`config.mk`:
```
export PLATFORM = sky130hd
export DESIGN_NAME = regfile_dbg_flat
export DESIGN_NICKNAME = d
export VERILOG_FILES = /design/src/rtl/regfile_dbg_pkg.sv /design/src/rtl/regfile_dbg_if.sv /design/src/rtl/regfile_dbg.sv /design/src/flat_wrapper.sv
export SDC_FILE = /design/constraint.sdc
export NUM_CORES = 1
export LEC_CHECK = 0
export ABC_AREA = 1
export BUFFER_PORTS_ARGS = -buffer_cell sky130_fd_sc_hd__buf_2
export CORE_ASPECT_RATIO = 0.9
export CORE_MARGIN = 5
export CORE_UTILIZATION = 45
export DETAILED_ROUTE_END_ITERATION = 16
export GPL_TIMING_DRIVEN = 0
export PLACE_DENSITY = 0.82
export SLEW_MARGIN = 20
export SYNTH_ARGS = -nofsm -noshare
export SYNTH_HDL_FRONTEND = slang
export SYNTH_SLANG_ARGS = --single-unit
```
`constraint.sdc`:
```
create_clock -name clk -period 8 [get_ports clk]
set_clock_uncertainty 0.15 [all_clocks]
set_input_delay 2.4 -clock clk [delete_from_list [all_inputs] [get_ports clk]]
set_output_delay 2.4 -clock clk [all_outputs]
set_load 0.05 [all_outputs]
```
`src/rtl/regfile_dbg_pkg.sv`:
```
// rtl/regfile_dbg_pkg.sv - shared op encoding, FSM states and sizes for the register file debug port
package regfile_dbg_pkg;

   localparam int NREGS = 32;
   localparam int AW    = 5;
   localparam int DW    = 32;

   typedef enum logic [1:0] {
      OP_READ    = 2'b00,
      OP_WRITE   = 2'b01,
      OP_DUMP    = 2'b10,
      OP_ILLEGAL = 2'b11
   } op_t;

   typedef enum logic [2:0] {
      IDLE,
      RD,
      WR,
      DUMP_RD,
      RESP,
      DUMP_RESP
   } state_t;

endpackage

```
`src/rtl/regfile_dbg_if.sv`:
```
// rtl/regfile_dbg_if.sv - command/response handshake bundle between a debugger and regfile_dbg
interface regfile_dbg_if;
   import regfile_dbg_pkg::*;

   logic          cmd_val;
   logic          cmd_rdy;
   logic [1:0]    cmd_op;
   logic [AW-1:0] cmd_addr;
   logic [DW-1:0] cmd_data;
   logic          resp_val;
   logic          resp_rdy;
   logic [AW-1:0] resp_addr;
   logic [DW-1:0] resp_data;
   logic          resp_last;
   logic          resp_err;

   modport master (
      output cmd_val, cmd_op, cmd_addr, cmd_data, resp_rdy,
      input  cmd_rdy, resp_val, resp_addr, resp_data, resp_last, resp_err
   );

   modport slave (
      input  cmd_val, cmd_op, cmd_addr, cmd_data, resp_rdy,
      output cmd_rdy, resp_val, resp_addr, resp_data, resp_last, resp_err
   );

endinterface

```
`src/rtl/regfile_dbg.sv`:
```
// rtl/regfile_dbg.sv - debug FSM that reads, writes or dumps the core register file while the core stalls
module regfile_dbg
   import regfile_dbg_pkg::*;
#(
   parameter int NREGS = regfile_dbg_pkg::NREGS
) (
   input  logic          clk,
   input  logic          rst,
   regfile_dbg_if.slave  bus,
   output logic          rf_wen,
   output logic [AW-1:0] rf_waddr,
   output logic [DW-1:0] rf_wdata,
   output logic [AW-1:0] rf_raddr,
   input  logic [DW-1:0] rf_rdata,
   output logic          dbg_busy
);

   localparam logic [AW-1:0] CNT_LAST = AW'(NREGS - 1);

   state_t        state;
   logic [AW-1:0] addr_q;
   logic [DW-1:0] data_q;
   logic [AW-1:0] cnt;
   logic          resp_val;
   logic [AW-1:0] resp_addr;
   logic [DW-1:0] resp_data;
   logic          resp_last;
   logic          resp_err;

   assign bus.cmd_rdy   = (state == IDLE);
   assign dbg_busy      = (state != IDLE);
   assign bus.resp_val  = resp_val;
   assign bus.resp_addr = resp_addr;
   assign bus.resp_data = resp_data;
   assign bus.resp_last = resp_last;
   assign bus.resp_err  = resp_err;

   assign rf_waddr = addr_q;
   assign rf_wdata = data_q;
   assign rf_raddr = (state == DUMP_RD) ? cnt : addr_q;

   always_ff @(posedge clk or posedge rst) begin
      if (rst) begin
         state     <= IDLE;
         addr_q    <= '0;
         data_q    <= '0;
         cnt       <= '0;
         resp_val  <= 1'b0;
         resp_addr <= '0;
         resp_data <= '0;
         resp_last <= 1'b0;
         resp_err  <= 1'b0;
         rf_wen    <= 1'b0;
      end else begin
         rf_wen <= 1'b0;
         case (state)
            IDLE: begin
               if (bus.cmd_val) begin
                  addr_q <= bus.cmd_addr;
                  data_q <= bus.cmd_data;
                  case (bus.cmd_op)
                     OP_READ:  state <= RD;
                     OP_WRITE: begin
                        state  <= WR;
                        // x0 is hardwired zero, so a write to it never reaches the port
                        rf_wen <= (bus.cmd_addr != '0);
                     end
                     OP_DUMP: begin
                        state <= DUMP_RD;
                        cnt   <= '0;
                     end
                     default: begin
                        state     <= RESP;
                        resp_val  <= 1'b1;
                        resp_addr <= bus.cmd_addr;
                        resp_data <= '0;
                        resp_last <= 1'b1;
                        resp_err  <= 1'b1;
                     end
                  endcase
               end
            end
            RD: begin
               state     <= RESP;
               resp_val  <= 1'b1;
               resp_addr <= addr_q;
               resp_data <= rf_rdata;
               resp_last <= 1'b1;
               resp_err  <= 1'b0;
            end
            WR: begin
               state     <= RESP;
               resp_val  <= 1'b1;
               resp_addr <= addr_q;
               resp_data <= (addr_q == '0) ? '0 : data_q;
               resp_last <= 1'b1;
               resp_err  <= 1'b0;
            end
            DUMP_RD: begin
               state     <= DUMP_RESP;
               resp_val  <= 1'b1;
               resp_addr <= cnt;
               resp_data <= (cnt == '0) ? '0 : rf_rdata;
               resp_last <= (cnt == CNT_LAST);
               resp_err  <= 1'b0;
            end
            RESP: begin
               if (bus.resp_rdy) begin
                  resp_val <= 1'b0;
                  state    <= IDLE;
               end
            end
            DUMP_RESP: begin
               if (bus.resp_rdy) begin
                  resp_val <= 1'b0;
                  if (resp_last) begin
                     state <= IDLE;
                  end else begin
                     cnt   <= cnt + AW'(1);
                     state <= DUMP_RD;
                  end
               end
            end
            default: state <= IDLE;
         endcase
      end
   end

endmodule

```
`src/flat_wrapper.sv`:
```
// flat-port wrapper written by rule: the top's interface ports become plain ports
module regfile_dbg_flat import regfile_dbg_pkg::*;
#(
   parameter int NREGS = regfile_dbg_pkg::NREGS
)
  (clk, rst, rf_wen, rf_waddr, rf_wdata, rf_raddr, rf_rdata, dbg_busy, bus_cmd_val, bus_cmd_op, bus_cmd_addr, bus_cmd_data, bus_resp_rdy, bus_cmd_rdy, bus_resp_val, bus_resp_addr, bus_resp_data, bus_resp_last, bus_resp_err);
  regfile_dbg_if bus_i ();
  input  logic clk;
  input  logic rst;
  output logic rf_wen;
  output logic [AW-1:0] rf_waddr;
  output logic [DW-1:0] rf_wdata;
  output logic [AW-1:0] rf_raddr;
  input  logic [DW-1:0] rf_rdata;
  output logic dbg_busy;
  input wire logic [$bits(bus_i.cmd_val)-1:0] bus_cmd_val;
  input wire logic [$bits(bus_i.cmd_op)-1:0] bus_cmd_op;
  input wire logic [$bits(bus_i.cmd_addr)-1:0] bus_cmd_addr;
  input wire logic [$bits(bus_i.cmd_data)-1:0] bus_cmd_data;
  input wire logic [$bits(bus_i.resp_rdy)-1:0] bus_resp_rdy;
  output wire logic [$bits(bus_i.cmd_rdy)-1:0] bus_cmd_rdy;
  output wire logic [$bits(bus_i.resp_val)-1:0] bus_resp_val;
  output wire logic [$bits(bus_i.resp_addr)-1:0] bus_resp_addr;
  output wire logic [$bits(bus_i.resp_data)-1:0] bus_resp_data;
  output wire logic [$bits(bus_i.resp_last)-1:0] bus_resp_last;
  output wire logic [$bits(bus_i.resp_err)-1:0] bus_resp_err;
  assign bus_i.cmd_val = bus_cmd_val;
  assign bus_i.cmd_op = bus_cmd_op;
  assign bus_i.cmd_addr = bus_cmd_addr;
  assign bus_i.cmd_data = bus_cmd_data;
  assign bus_i.resp_rdy = bus_resp_rdy;
  assign bus_cmd_rdy = bus_i.cmd_rdy;
  assign bus_resp_val = bus_i.resp_val;
  assign bus_resp_addr = bus_i.resp_addr;
  assign bus_resp_data = bus_i.resp_data;
  assign bus_resp_last = bus_i.resp_last;
  assign bus_resp_err = bus_i.resp_err;
  regfile_dbg #(.NREGS(NREGS)) u_core (.clk(clk), .rst(rst), .bus(bus_i), .rf_wen(rf_wen), .rf_waddr(rf_waddr), .rf_wdata(rf_wdata), .rf_raddr(rf_raddr), .rf_rdata(rf_rdata), .dbg_busy(dbg_busy));
endmodule
```
Word level (Yosys, flattened, before mapping)

Index checks and enable logic that the tools add are counted.
Widths: inputs -> output; s select.

Flip-flop bits (word level): 86
Latch bits: 0
Bits in writable memories: 0
ROM bits: 0
Input bits: 75
Output and inout bits: 85
Logic and storage cells: 77
Memories kept: 0

Add/sub/neg operators: 1
$mul: 0
Div/mod/pow operators: 0
$lt $le $gt $ge: 0
Equal/unequal tests: 15
Shift-type cells: 0
Mux-type cells: 29
Bitwise gates (word level): 0
Reductions and logical operators: 22

Operator list:

| cell                | number |
|---|---|
| $mux 32             | 4 |
| $pmux 32 s4         | 1 |
| $mux 5              | 7 |
| $pmux 3 s5          | 1 |
| $pmux 5 s3          | 1 |
| $reduce_and 3->1    | 4 |
| $logic_not 5->1     | 2 |
| $ne 2x2->1 const B  | 5 |
| $pmux 5 s2          | 1 |
| $mux 3              | 3 |
| $pmux 3 s3          | 1 |
| $reduce_bool 3->1   | 3 |
| $eq 3x2->1 const B  | 2 |
| $eq 3x3->1 const B  | 2 |
| $mux 1              | 6 |
| $pmux 1 s3          | 2 |
| $reduce_or 3->1     | 2 |
| $add 5x1->5 const B | 1 |
| $eq 5x5->1 const B  | 1 |
| $reduce_and 5->1    | 1 |
| $reduce_bool 5->1   | 1 |
| $ne 2x1->1 const B  | 2 |
| $reduce_and 4->1    | 1 |
| $reduce_bool 2->1   | 2 |
| 10 further kinds    | 11 |

Longest topological paths before layout

Depth after elaboration: 5
Gate-level depth with buffers: 9
Mapped depth without buffers: 8

Least setup slack after synthesis

Ideal clock, no wire load.

Path type: register to output
Start point: register u_core.addr_q[3], in the netlist u_core.rf_waddr[3]
End point: output port rf_raddr[3]
Data arrival time: 1.882 ns
Required time: 5.450 ns
Setup slack: 3.568 ns
Stages on the path, launching flop included: 3
Path buffers: 0
Cells stage by stage: dfrtp_1 -> inv_1 -> o21ai_0

Word-level cells in the longest chain between the ends: 1

Ends and longest elaborated chain:

| element                  | RTL line           | source |
|---|---|---|
| start: declaration       | regfile_dbg.sv:21  | `logic [AW-1:0] addr_q;` |
| start signal: assignment | regfile_dbg.sv:59  | `addr_q <= bus.cmd_addr;` |
| $mux 5                   | regfile_dbg.sv:40  | `assign rf_raddr = (state == DUMP_RD) ? cnt : addr_q;` |
| end: declaration         | flat_wrapper.sv:13 | `output logic [AW-1:0] rf_raddr;` |

No other way between the ends.

Worst setup path in the final report

Start point: register u_core.state[0]
End point: output port bus_cmd_rdy

Word-level cells in the longest chain between the ends: 1

Ends and longest elaborated chain:

| element                  | RTL line           | source |
|---|---|---|
| start: declaration       | regfile_dbg.sv:20  | `state_t state;` |
| start signal: assignment | regfile_dbg.sv:44  | `state <= IDLE;` |
| start signal: assignment | regfile_dbg.sv:62  | `OP_READ: state <= RD;` |
| start signal: assignment | regfile_dbg.sv:64  | `state <= WR;` |
| $logic_not 3->1          | regfile_dbg.sv:30  | `assign bus.cmd_rdy = (state == IDLE);` |
| end: declaration         | flat_wrapper.sv:21 | `output wire logic [$bits(bus_i.cmd_rdy)-1:0] bus_cmd_rdy;` |

No other way between the ends.

==> impl_metrics.env <==
export IMPL_dieWidth_um=112
export IMPL_layout_nets=747
export IMPL_final_common_cell="sky130_fd_sc_hd__buf_2"
export IMPL_drt_pre_antenna_iters=5
export IMPL_max_cap_viol_count=0
export IMPL_yosys_warnings=0
export IMPL_post_cts_resized_instances=0
export IMPL_drive_gt1_share_pct=36.6
export IMPL_final_cell_mix="sky130_fd_sc_hd__buf_2 (164), sky130_fd_sc_hd__nand2_1 (136), sky130_fd_sc_hd__nand3_1 (109)"
export IMPL_min_period_ns=4.40
export IMPL_detail_routed_net_length_per_standard_cell_um=15.5
export IMPL_post_route_period_util_pct=55.0
export IMPL_finalHoldViolCount=0
export IMPL_clk_root_buffer_cell="sky130_fd_sc_hd__clkbuf_8"
export IMPL_power_switching_share_pct=55.3
export IMPL_ios=160
export IMPL_syn2layout_area_growth_pct=28.6
export IMPL_max_clock_path_buffers=2
export IMPL_cts_inserted_buffers=9
export IMPL_port_buffer_count=158
export IMPL_worstPathMaxFanout=10
export IMPL_clkLatencyLatePin_ns=0.35
export IMPL_clock_sink_count=86
export IMPL_data_required_time_at_the_worst_endpoint_ns=5.45
export IMPL_filler_cells_inserted=841
export IMPL_grtUsageTotal_pct=21.7
export IMPL_relSlewSlack_pct=67.7
export IMPL_dp_cells=776
export IMPL_synth_area_um2=4230
export IMPL_ff2ff_setup_slack_ns=6.33
export IMPL_globalRouteOverflowTotal=0
export IMPL_detail_route_drc_violations=0
export IMPL_postSynthRegisterBits=86
export IMPL_seqCellArea_um2=2150
export IMPL_unrepaired_setup_endpoints_after_global_routing="no"
export IMPL_clk_pin_slew_worst_paths_ns=0.09
export IMPL_placeableCoreArea_um2=9130
export IMPL_pwr_share_comb_pct=59.2
export IMPL_synth_yosys_seq_area_share_pct=50.9
export IMPL_min_delay_path_depth=2
export IMPL_antenna_cells_inserted=0
export IMPL_worstRegToRegCells=8
export IMPL_slew_viol_final=0
export IMPL_rows=33
export IMPL_sequentialPowerShare_pct=27.4
export IMPL_tightestPinTransition_ns=0.484
export IMPL_p_per_area_nw_per_um2=507
export IMPL_final_cell_count_no_fill=792
export IMPL_cts_setup_buffers=0
export IMPL_postRouteAntennaNets=0
export IMPL_syn_avg_cell_area_um2=8.54
export IMPL_hp_class="register to register"
export IMPL_dp_final_hpwl_um=9420
export IMPL_setup_viol_count_final=0
export IMPL_grt_pass1_wl_um=19900
export IMPL_p_leak_uw=0.00298
export IMPL_route_detailed_vias_per_inst=5.05
export IMPL_synth_cells=495
export IMPL_initial_core_utilization_pct=46.3
export IMPL_totalWireLength_um=12300
export IMPL_multi_input_area_um2=1760
export IMPL_antenna_found_initial=0
export IMPL_pin_count_of_the_biggest_net_entering_global_routing=54
export IMPL_vertical_die_dimension_um=102
export IMPL_irDropWorstVdd_v=0.000317
export IMPL_cts_hold_repair_buffers=0
export IMPL_power_share_clock_pct=13.5
export IMPL_drt_iter0_drc=185
export IMPL_floorplan_die_area_um2=11400
export IMPL_first_global_vias=4048
export IMPL_max_freq_mhz=227
export IMPL_total_negative_slack_ns=0
export IMPL_globalplace_congestion=0.902
export IMPL_outcome="finished clean"
export IMPL_switching_power_uw=1530
export IMPL_cts_max_level=3
export IMPL_tritoncts="done"
export IMPL_synthDistinctLibCells=27
export IMPL_cp_start_kind="register"
export IMPL_critPathArrivalTime_ns=1.85
export IMPL_synth_net_count=577
export IMPL_cellInternalPower_uw=1230
export IMPL_worst_setup_path_end_kind="primary output"
export IMPL_vias=3998
export IMPL_crit_path_category="register to primary output"
[power groups by stage]
stage	Clock, uW	Sequential (uW)	Combinational [uW]
global placement	0	751	1610
CTS	376	753	1640
global route	395	779	1740
detailed placement	0	758	1640
floorplan	0	1330	654
finish	371	755	1630
[cell usage after synthesis]
| cell type | number | share of area (%) |
|---|---|---|
| sky130_fd_sc_hd__nand3b_1 | 1 | 0.18 |
| sky130_fd_sc_hd__nand3_4 | 2 | 0.83 |
| sky130_fd_sc_hd__o21ai_0 | 5 | 0.59 |
| sky130_fd_sc_hd__nand2_1 | 136 | 12 |
| sky130_fd_sc_hd__o21ai_1 | 2 | 0.24 |
| sky130_fd_sc_hd__nor4_1 | 1 | 0.15 |
| sky130_fd_sc_hd__nand3_2 | 1 | 0.24 |
| sky130_fd_sc_hd__ha_1 | 7 | 2.1 |
| sky130_fd_sc_hd__nand3_1 | 109 | 13 |
| sky130_fd_sc_hd__nand2_4 | 2 | 0.53 |
| sky130_fd_sc_hd__inv_1 | 19 | 1.7 |
| sky130_fd_sc_hd__nor2_4 | 2 | 0.53 |
| sky130_fd_sc_hd__buf_4 | 2 | 0.36 |
| sky130_fd_sc_hd__buf_6 | 9 | 2.4 |
| sky130_fd_sc_hd__nor2_8 | 1 | 0.47 |
| sky130_fd_sc_hd__a21oi_1 | 11 | 1.3 |
| sky130_fd_sc_hd__dfrtp_1 | 86 | 51 |
| sky130_fd_sc_hd__nor3_1 | 2 | 0.24 |
| sky130_fd_sc_hd__nor2_1 | 29 | 2.6 |
| sky130_fd_sc_hd__clkbuf_1 | 8 | 0.71 |
| sky130_fd_sc_hd__nand2_2 | 34 | 5.0 |
| sky130_fd_sc_hd__buf_2 | 6 | 0.71 |
| sky130_fd_sc_hd__inv_2 | 7 | 0.62 |
| sky130_fd_sc_hd__o21ai_2 | 1 | 0.21 |
| sky130_fd_sc_hd__a21oi_2 | 1 | 0.21 |
| sky130_fd_sc_hd__buf_8 | 3 | 1.1 |
| sky130_fd_sc_hd__nand4_1 | 8 | 1.2 |
[worst max-delay path, cell delays in order (launching register included)]
cell                      delay, ns
sky130_fd_sc_hd__dfrtp_1       0.40
sky130_fd_sc_hd__buf_6         0.16
sky130_fd_sc_hd__nor2_4        0.14
sky130_fd_sc_hd__inv_2         0.06
sky130_fd_sc_hd__nor2_4        0.10
sky130_fd_sc_hd__buf_4         0.22
sky130_fd_sc_hd__buf_6         0.16
sky130_fd_sc_hd__buf_2         0.26
[sequential cells by signal (all words and copies together) (netlist names), 3 cells and up]
register,flops
u_core.bus.resp_data,32
u_core.rf_wdata,32
u_core.bus.resp_addr,5
u_core.cnt,5
u_core.rf_waddr,5
u_core.state,3
[metal layers]
metal | part of all wire, % | track usage [%]
met5 | 0 | 0
met4 | 1.4 | 5.64
met3 | 7.5 | 5.92
met2 | 48 | 35.8
met1 | 43 | 28.6
[path summary, 6_finish.rpt]
path / from / endpoint
max reg2reg: u_core.state[0] / u_core.rf_wdata[3]
min: u_core.bus.resp_val / u_core.bus.resp_val
max: u_core.state[0] / bus_cmd_rdy
min in group asynchronous: rst / u_core.bus.resp_addr[3]
max in group asynchronous: rst / u_core.bus.resp_data[31]
min reg2reg: u_core.bus.resp_val / u_core.bus.resp_val
[cell type report]
class / instances / area share [%]
inverter: 26 / 1.84
tap: 122 / 2.81
clock buffer: 11 / 2.42
multi-input combinational: 355 / 32.3
timing repair buffer: 159 / 15.0
buffer: 28 / 4.07
sequential: 86 / 39.6
clock inverter: 5 / 1.96
[stage by stage]
step           hold WS, ns  utilization (%)  setup slack (ns)  power, uW  instance area, um^2
5_1_grt              0.356             59.6              3.54       2920                 5440
2_1_floorplan        0.330                -              3.23       1990                 4230
4_1_cts              0.330             59.6              3.58       2770                 5440
3_3_place_gp         0.302             56.7              2.25       2360                 5170
3_5_place_dp         0.309             57.0              3.98       2400                 5200
6_report             0.326             59.6              3.60       2760                 5440
[logic make-up (layout without fill, tap and decap cells)]
group	Yosys count	in the layout	share of synthesized area (%)
simple gates	328	328	36.9
flops	86	86	50.9
fa+ha+maj	7	7	2.07
buf+inv	54	229	7.55
compound gates	20	20	2.55
No activity file was read; power rests on OpenSTA's default activity.
